<file path="config.mk">
export PLATFORM = sky130hd
export DESIGN_NAME = mem_cmd_gen
export DESIGN_NICKNAME = d
export VERILOG_FILES = /design/src/rtl/mem_cmd_gen.sv
export SDC_FILE = /design/constraint.sdc
export NUM_CORES = 1
export LEC_CHECK = 0
export CORE_MARGIN = 4
export CORE_UTILIZATION = 45
export CTS_CLUSTER_DIAMETER = 120
export CTS_CLUSTER_SIZE = 24
export DETAILED_ROUTE_END_ITERATION = 8
export GPL_ROUTABILITY_DRIVEN = 0
export PLACE_DENSITY = 0.63
export RECOVER_POWER = 25
export SYNTH_ARGS = -nofsm -noshare
export SYNTH_HDL_FRONTEND = slang
export SYNTH_SLANG_ARGS = --single-unit
</file>
<file path="constraint.sdc">
create_clock -name clk -period 4.4 [get_ports clk]
set_input_delay 1.1 -clock clk [delete_from_list [all_inputs] [get_ports clk]]
set_output_delay 1.1 -clock clk [all_outputs]
set_load 0.02 [all_outputs]
</file>
<file path="src/rtl/mem_cmd_gen.sv">
// Purpose : single-request DDR4 command sequencer. Each accepted request becomes
//           PRE/ACT/RD/WR commands chosen from a per-bank open-row table and
//           spaced by the TRCD/TRP/TRAS/TCCD limits.
// Latency : first command 2 cycles after accept (miss: ACT; hit: RD/WR if TCCD allows),
//           ready again the cycle after the RD/WR is on the bus.
// Backpressure: req_ready is high only in IDLE; requests are never buffered and the
//           request inputs are ignored while a request is in flight.
// Ports   : clk/reset (sync, active-high); req_* request handshake and fields;
//           cs_n/act_n/A/bg/ba/cke registered DDR4 command bus; rsp_valid/rsp_write
//           pulse with the RD/WR; busy = FSM not idle.
module mem_cmd_gen #(
    parameter int BGWIDTH   = 2,
    parameter int BAWIDTH   = 2,
    parameter int ADDRWIDTH = 17,
    parameter int COLWIDTH  = 10,
    parameter int TRCD      = 4,
    parameter int TRP       = 4,
    parameter int TRAS      = 10,
    parameter int TCCD      = 4
) (
    input  logic                 clk,
    input  logic                 reset,
    input  logic                 req_valid,
    output logic                 req_ready,
    input  logic                 req_write,
    input  logic [BGWIDTH-1:0]   req_bg,
    input  logic [BAWIDTH-1:0]   req_ba,
    input  logic [ADDRWIDTH-1:0] req_row,
    input  logic [COLWIDTH-1:0]  req_col,
    output logic                 cs_n,
    output logic                 act_n,
    output logic [ADDRWIDTH-1:0] A,
    output logic [BGWIDTH-1:0]   bg,
    output logic [BAWIDTH-1:0]   ba,
    output logic                 cke,
    output logic                 rsp_valid,
    output logic                 rsp_write,
    output logic                 busy
);
    localparam int BKW   = BGWIDTH + BAWIDTH;
    localparam int NBANK = 1 << BKW;
    // A16/A15/A14 double as RAS_n/CAS_n/WE_n when act_n is high
    localparam int A_RAS = 16;
    localparam int A_CAS = 15;
    localparam int A_WE  = 14;

    localparam logic [2:0] ST_IDLE     = 3'd0;
    localparam logic [2:0] ST_DECODE   = 3'd1;
    localparam logic [2:0] ST_PRE      = 3'd2;
    localparam logic [2:0] ST_PRE_WAIT = 3'd3;
    localparam logic [2:0] ST_ACT      = 3'd4;
    localparam logic [2:0] ST_ACT_WAIT = 3'd5;
    localparam logic [2:0] ST_CAS      = 3'd6;

    logic [2:0]           state, state_nxt;
    logic                 lat_write;
    logic [BGWIDTH-1:0]   lat_bg;
    logic [BAWIDTH-1:0]   lat_ba;
    logic [ADDRWIDTH-1:0] lat_row;
    logic [COLWIDTH-1:0]  lat_col;
    logic [BKW-1:0]       bank_idx;

    logic [NBANK-1:0]     open_q;
    logic [ADDRWIDTH-1:0] open_row [NBANK];
    logic [5:0]           tras_cnt [NBANK];
    logic [5:0]           tccd_cnt;
    logic [5:0]           wait_cnt;   // TRP after PRE, TRCD after ACT

    logic                 accept, cmd_on;
    logic                 issue_pre, issue_act, issue_cas;
    logic [ADDRWIDTH-1:0] pre_a, cas_a;

    assign bank_idx = {lat_bg, lat_ba};
    assign accept   = req_valid && req_ready;
    assign cmd_on   = ~cs_n;            // the current state's command is on the bus now
    assign busy     = (state != ST_IDLE);

    // The command-holding states (PRE, ACT, CAS) put their command on the bus in
    // their final cycle. The decision is made one cycle early so that the command
    // registers load in step with the state register.
    always_comb begin
        state_nxt = state;
        case (state)
            ST_IDLE:     if (accept) state_nxt = ST_DECODE;
            ST_DECODE: begin
                if (!open_q[bank_idx])                     state_nxt = ST_ACT;
                else if (open_row[bank_idx] == lat_row)    state_nxt = ST_CAS;
                else                                       state_nxt = ST_PRE;
            end
            ST_PRE:      if (cmd_on) state_nxt = (wait_cnt <= 6'd1) ? ST_ACT : ST_PRE_WAIT;
            ST_PRE_WAIT: if (wait_cnt <= 6'd1) state_nxt = ST_ACT;
            ST_ACT:      state_nxt = (wait_cnt <= 6'd1) ? ST_CAS : ST_ACT_WAIT;
            ST_ACT_WAIT: if (wait_cnt <= 6'd1) state_nxt = ST_CAS;
            ST_CAS:      if (cmd_on) state_nxt = ST_IDLE;
            default:     state_nxt = ST_IDLE;
        endcase
    end

    // ACT is only ever entered once its TRP slot has arrived (or the bank is closed),
    // so it always issues on entry. PRE and CAS wait on their down-counters, which
    // read <=1 in the cycle before the command becomes legal.
    always_comb begin
        issue_pre = (state_nxt == ST_PRE) && !(state == ST_PRE && cmd_on)
                    && (tras_cnt[bank_idx] <= 6'd1);
        issue_act = (state_nxt == ST_ACT) && (state != ST_ACT);
        issue_cas = (state_nxt == ST_CAS) && !(state == ST_CAS && cmd_on)
                    && (tccd_cnt <= 6'd1);
    end

    always_comb begin
        pre_a        = '0;
        pre_a[A_CAS] = 1'b1;
        cas_a                 = '0;
        cas_a[COLWIDTH-1:0]   = lat_col;
        cas_a[A_RAS]          = 1'b1;
        cas_a[A_WE]           = ~lat_write;
    end

    always_ff @(posedge clk) begin
        if (reset) begin
            state     <= ST_IDLE;
            req_ready <= 1'b0;
            cke       <= 1'b0;
            cs_n      <= 1'b1;
            act_n     <= 1'b1;
            A         <= '0;
            bg        <= '0;
            ba        <= '0;
            rsp_valid <= 1'b0;
            rsp_write <= 1'b0;
            open_q    <= '0;
            tccd_cnt  <= '0;
            wait_cnt  <= '0;
            for (int i = 0; i < NBANK; i++) begin
                tras_cnt[i] <= '0;
                open_row[i] <= '0;
            end
        end else begin
            state     <= state_nxt;
            req_ready <= (state_nxt == ST_IDLE);
            cke       <= 1'b1;

            if (accept) begin
                lat_write <= req_write;
                lat_bg    <= req_bg;
                lat_ba    <= req_ba;
                lat_row   <= req_row;
                lat_col   <= req_col;
            end

            // command bus: deselect unless a command is issued this edge
            cs_n  <= ~(issue_pre | issue_act | issue_cas);
            act_n <= ~issue_act;
            bg    <= (issue_pre | issue_act | issue_cas) ? lat_bg : '0;
            ba    <= (issue_pre | issue_act | issue_cas) ? lat_ba : '0;
            if (issue_act)      A <= lat_row;
            else if (issue_pre) A <= pre_a;
            else if (issue_cas) A <= cas_a;
            else                A <= '0;

            rsp_valid <= issue_cas;
            rsp_write <= issue_cas & lat_write;

            if (issue_act) begin
                open_q[bank_idx]   <= 1'b1;
                open_row[bank_idx] <= lat_row;
            end else if (issue_pre) begin
                open_q[bank_idx]   <= 1'b0;
            end

            for (int i = 0; i < NBANK; i++) begin
                if (issue_act && bank_idx == BKW'(i)) tras_cnt[i] <= 6'(TRAS);
                else if (tras_cnt[i] != 6'd0)         tras_cnt[i] <= tras_cnt[i] - 6'd1;
            end

            if (issue_cas)              tccd_cnt <= 6'(TCCD);
            else if (tccd_cnt != 6'd0)  tccd_cnt <= tccd_cnt - 6'd1;

            if (issue_pre)              wait_cnt <= 6'(TRP);
            else if (issue_act)         wait_cnt <= 6'(TRCD);
            else if (wait_cnt != 6'd0)  wait_cnt <= wait_cnt - 6'd1;
        end
    end
endmodule

</file>
; Word level (Yosys, flattened, before mapping)
; Memories as Yosys holds them, arrays and structs flattened. A register that Yosys moved wholly into a read port is not among the register bits.
; Index checks and enable logic that the tools add are counted.
[totals]
regBits = 90
latch_bits = 0
ram_bits = 368
rom_bits = 0
in_bits = 35
output_inout_bits = 28
word_cells = 350
mem_count = 2
[op_classes]
add_sub_neg = 18
n_mul = 0
n_div = 0
magnitude_cmp = 5
n_eq_ne = 26
n_shift = 0
n_mux = 179
bitwise_logic = 43
reduce_logical = 57
[mem_list]
columns = name, depth, word_bits, read_ports, rd_clocked_by_memory_dff, write_ports, line_no
row1 = open_row, 16, 17, 1, 1, 16, 64  ; logic [ADDRWIDTH-1:0] open_row [NBANK];
row2 = tras_cnt, 16, 6, 17, 1, 16, 65  ; logic [5:0] tras_cnt [NBANK];
[op_table]
columns = operator, n
row1 = $mux 6, 32
row2 = $mux 1, 121
row3 = $reduce_bool 6->1, 18
row4 = $sub 6x1->6 const B, 18
row5 = $mux 17, 4
row6 = $mux 3, 13
row7 = $or 1x1->1, 34
row8 = $eq 4x4->1 const B, 8
row9 = $mux 16, 2
row10 = $logic_and 1x1->1, 25
row11 = $pmux 3 s7, 1
row12 = $le 6x1->1 const B, 3
row13 = $eq 17x17->1, 1
row14 = $reduce_or 17->1, 1
row15 = $and 16x16->16, 1
row16 = $eq 4x3->1 const B, 4
row17 = $not 16->16, 1
row18 = $or 16x16->16, 1
row19 = $eq 3x3->1 const B, 5
row20 = $mux 4, 3
row21 = $eq 3x2->1 const B, 3
row22 = $eq 4x2->1 const B, 2
row23 = $logic_not 3->1, 2
row24 = $reduce_bool 3->1, 2
row25 = 16 further kinds, 23

; Longest topological paths before layout
[depth]
ltp_word = 12
mapped_depth = 13
mapped_depth_nobuf = 10

; Least setup slack after synthesis
; OpenSTA, ideal clock, no wires.
[synth_path]
path_kind = reg-to-reg
startpoint = register lat_ba[0]
endpoint = memory tras_cnt[7][0] (enable)
setup_ps = 307
arrival_ps = 3792
required_ps = 4093
slack_ps = 301
path_stages_with_launch = 10
path_buffers = 2
synth_period_minus_slack_ps = 4099
cell_sequence = edfxtp_1 -> mux4_2 -> a21boi_0 -> a211oi_1 -> o21ai_0 -> clkbuf_1 -> nand2_1 -> clkbuf_1 -> o21ai_0 -> or2_2
[synth_rtl]
columns = item, line_no
row1 = start: declaration, 58  ; logic [BAWIDTH-1:0] lat_ba;
row2 = start signal: assignment, 146  ; lat_ba <= req_ba;
row3 = end: declaration, 65

==> summary.txt <==
Outcome
  • Status: finished with violations
  • Failing checks: max-capacitance violations, max-slew violations

Worst setup path
  • Crit-path cells: buf_4 -> mux4_2 -> or4b_1 -> o311ai_1 -> o31ai_2 -> buf_4 -> nand3_4 -> buf_2 -> nor2_1 -> buf_4 -> and2_1
  • Crit Reg-Reg Startpoint: lat_ba[1]$_DFFE_PP_
  • Startpoint type of the worst setup path: register
  • Slowest-stage cell, CP: buf_2
  • Crit path DAT: 4.51 ns
  • Crit end category: register
  • Max FO, Critical Path: 85
  • Worst path bufs/invs: 4
  • Crit-path leading delay family: buffers and inverters
  • Setup CP Type: register to register
  • Data required, critical path: 4.72 ns
  • Critical Path Start: lat_ba[1]$_DFFE_PP_
  • CP peak stage delay: 1.17 ns
  • Most frequent CP cell: buf_4

Synth
  • Cell variety after synth: 72
  • Share of synthesized registers carrying an async set or reset: 0%
  • Mux cell area share after synthesis: 9.06%
  • Synthesized area: 0.0219 mm^2
  • Post-Synth XOR/XNOR Area: 3.39%
  • Syn Inst Count: 1734
  • Top-count cell post-synth: edfxtp_1
  • Largest family of logic cells by synthesized area: simple AND/OR/NAND/NOR gates
  • Synth warnings: 0
  • Synthesized-area fraction occupied by adder cells: 1.94%
  • Yosys top cell area share: 54.8%
  • Ys flop type: edfxtp_1
  • Leading area contributor after synthesis: edfxtp_1
  • Synth Area in Compound Gates: 5.20%
  • Avg Cell Area, Syn: 12.7 um^2
  • EDFF count, synth: 400
  • Synth cell count leaders: 400 x edfxtp_1, 200 x and2_1, 156 x nor2_1
  • Net Count, Synth: 1803
  • Synthesized flop and latch total: 462
  • Simple-gate share of the synthesized area: 16.7%
  • Sequential-to-total area share from yosys stat: 60.4%
  • Synth area leaders: edfxtp_1 55%, mux4_2 6.3%, and2_1 5.7%, dfxtp_1 5.7%, nor2_1 2.7%

Detailed routing
  • Pre-Repair DR Iteration Count: 5
  • Vias per cell: 5.80
  • Via count: 14.0k
  • Routed len/inst: 23.2 um
  • Remaining DRCs: 0
  • Post-Route WL: 56000 um
  • Detailed Route Iter0 Violations: 1502
  • Antenna-violating nets left: 0

Clocking
  • CTS tree: yes
  • Clk Latency, worst-skew pair: 0.57 ns
  • H-tree Lvls: 1
  • Root Buffer: clkbuf_16
  • Inserted Clock Buffers: 23
  • Hold buffers post-CTS: 0
  • Clk buf depth: 3
  • Sink Count: 462
  • Worst-path clk slew: 0.10 ns
  • Post-CTS Repair Setup Buffers: 0
  • PostCTS Resize Cnt: 0

Placed design
  • I/O Buffers: 62
  • Placed Instances: 2370
  • HPWL after detailed placement: 37000 um

Timing
  • Slew @ Worst Pin: 2.82 ns
  • Tcrit/Tclk final: 95.1%
  • Worst hold slack: 0.481 ns
  • F_max: 0.239 GHz
  • Slew Limit Fails: 179
  • Final Setup Violations: 0
  • Fin Setup TNS: 0 ns
  • RSZ-0062 raised after global routing: false
  • Relative slew slack: -87.7%
  • Hold Vio Cnt, Final: 0
  • Min Tclk post-route: 4.18 ns
  • Setup Skew: 0.0213 ns

Power and ir drop
  • Pwr Total: 12.0 mW
  • Pwr Density: 499 mW/mm^2
  • Pleak: 8.80 nW
  • Peak VDD IR: 0.397 mV

Floorplanning
  • Vert. Die Dim: 229 um
  • Core area: 0.0479 mm^2
  • Die W: 229 um
  • Boundary Pins: 63
  • Rows: 80
  • Initial Util: 45.8%
  • Die ar.: 0.0523 mm^2

GRT
  • GR Layer Usage met2: 35.5%
  • Met1 GRT Util: 29.3%
  • Initial antenna violation count: 0
  • GRT met3 Usage: 2.24%
  • Vias in the first global route: 14.1k
  • First-pass GRT wire length: 85300 um
  • GRT Max-Usage Layer: met2
  • Global Route Usage Sum: 20.9%
  • Congestion Overflow GR: 0
  • Largest net degree at the start of global routing: 86

Min path
  • HP Class: register to register

Finish
  • Proportion of layout cells with a drive suffix above 1: 11.6%
  • Nets: 1849
  • Number of diodes: 0
  • Layout Cells excl Fill: 2409
  • Layout area overhead: 9.75%

Run
  • Maximum Capacitance Violations: 3
==> where the power goes <==
part	switching [mW]	internal, mW
sequential	0.547	5.55
combinational	2.05	1.49
clock	1.39	0.998
total	3.99	8.04
==> stage by stage <==
stage / area [um^2] / setup WS (ns) / util [%]
2_1_floorplan: 21900 / 0.301 / -
5_1_grt: 24100 / 0.00791 / 50.2
6_report: 24100 / 0.217 / 50.2
4_1_cts: 24100 / 0.229 / 50.3
3_3_place_gp: 23500 / 0.259 / 49.0
3_5_place_dp: 23500 / 0.259 / 49.0
==> placed cells by master (no fill, tap or decap), drive strengths merged, types with 8 or more instances in the layout <==
cell type | synthesis | routed
dfxtp | 62 | 62
nor2b | 12 | 12
nor3 | 96 | 96
nor2 | 157 | 157
or2 | 13 | 13
nand2 | 88 | 88
mux2i | 52 | 52
nand3 | 24 | 24
a21oi | 35 | 35
a31o | 9 | 9
ha | 34 | 34
clkbuf | 80 | 48
nand2b | 15 | 15
and3 | 8 | 8
xor2 | 28 | 28
nor4b | 10 | 10
o21ai | 37 | 37
and2 | 200 | 200
mux2 | 8 | 8
edfxtp | 400 | 400
a22oi | 24 | 24
or4 | 9 | 9
nor4 | 30 | 30
buf | 37 | 66
mux4 | 61 | 61
inv | 50 | 51
xnor2 | 57 | 57
dlygate4sd3 | 0 | 60
==> layout make-up <==
cell class | count | area (um^2)
Fill cell | 4128 | 23900
Multi-Input combinational cell | 1100 | 8010
Sequential cell | 462 | 13300
Clock inverter | 2 | 25.0
Inverter | 55 | 206
Clock buffer | 37 | 628
Tap cell | 615 | 769
Timing Repair Buffer | 138 | 1180
==> kinds of logic (layout without fill, tap and decap cells) <==
kind of cell	count (synthesis)	in the layout
AO/OA/AOI/OAI	169	169
XOR/XNOR	85	85
adder cells (fa/ha/maj)	34	34
buffers and inverters	172	232
flip-flops	462	462
multiplexers	121	121
AND/OR/NAND/NOR	691	691
==> sequential cells by signal, indices dropped and copies added (netlist names), 2 cells and up, named ones only <==
register,cells
A,17
ba,2
open_row,272
lat_row,17
wait_cnt,6
lat_col,10
lat_bg,2
state,3
lat_ba,2
tccd_cnt,6
tras_cnt,96
bg,2
==> worst paths after layout <==
path                                   end  slack, ns  depth (start not counted)
max reg2reg  open_row[10][4]$_SDFFCE_PN0P_       0.22                         11
min                               register       0.48                          2
max          open_row[10][4]$_SDFFCE_PN0P_       0.22                         11
min reg2reg                       register       0.48                          2
==> per-layer routing <==
layer	vias to the layer above	wire (um)
met1	7052	24200
met5	-	0
li1	6401	-
met3	79	3060
met2	449	27300
met4	0	1420
==> worst min-delay path: stages, from the launching register on <==
cell and delay (ns):
dfxtp_1 0.33, o41ai_1 0.06, a21oi_1 0.06
(Power assumes the default switching activity.)
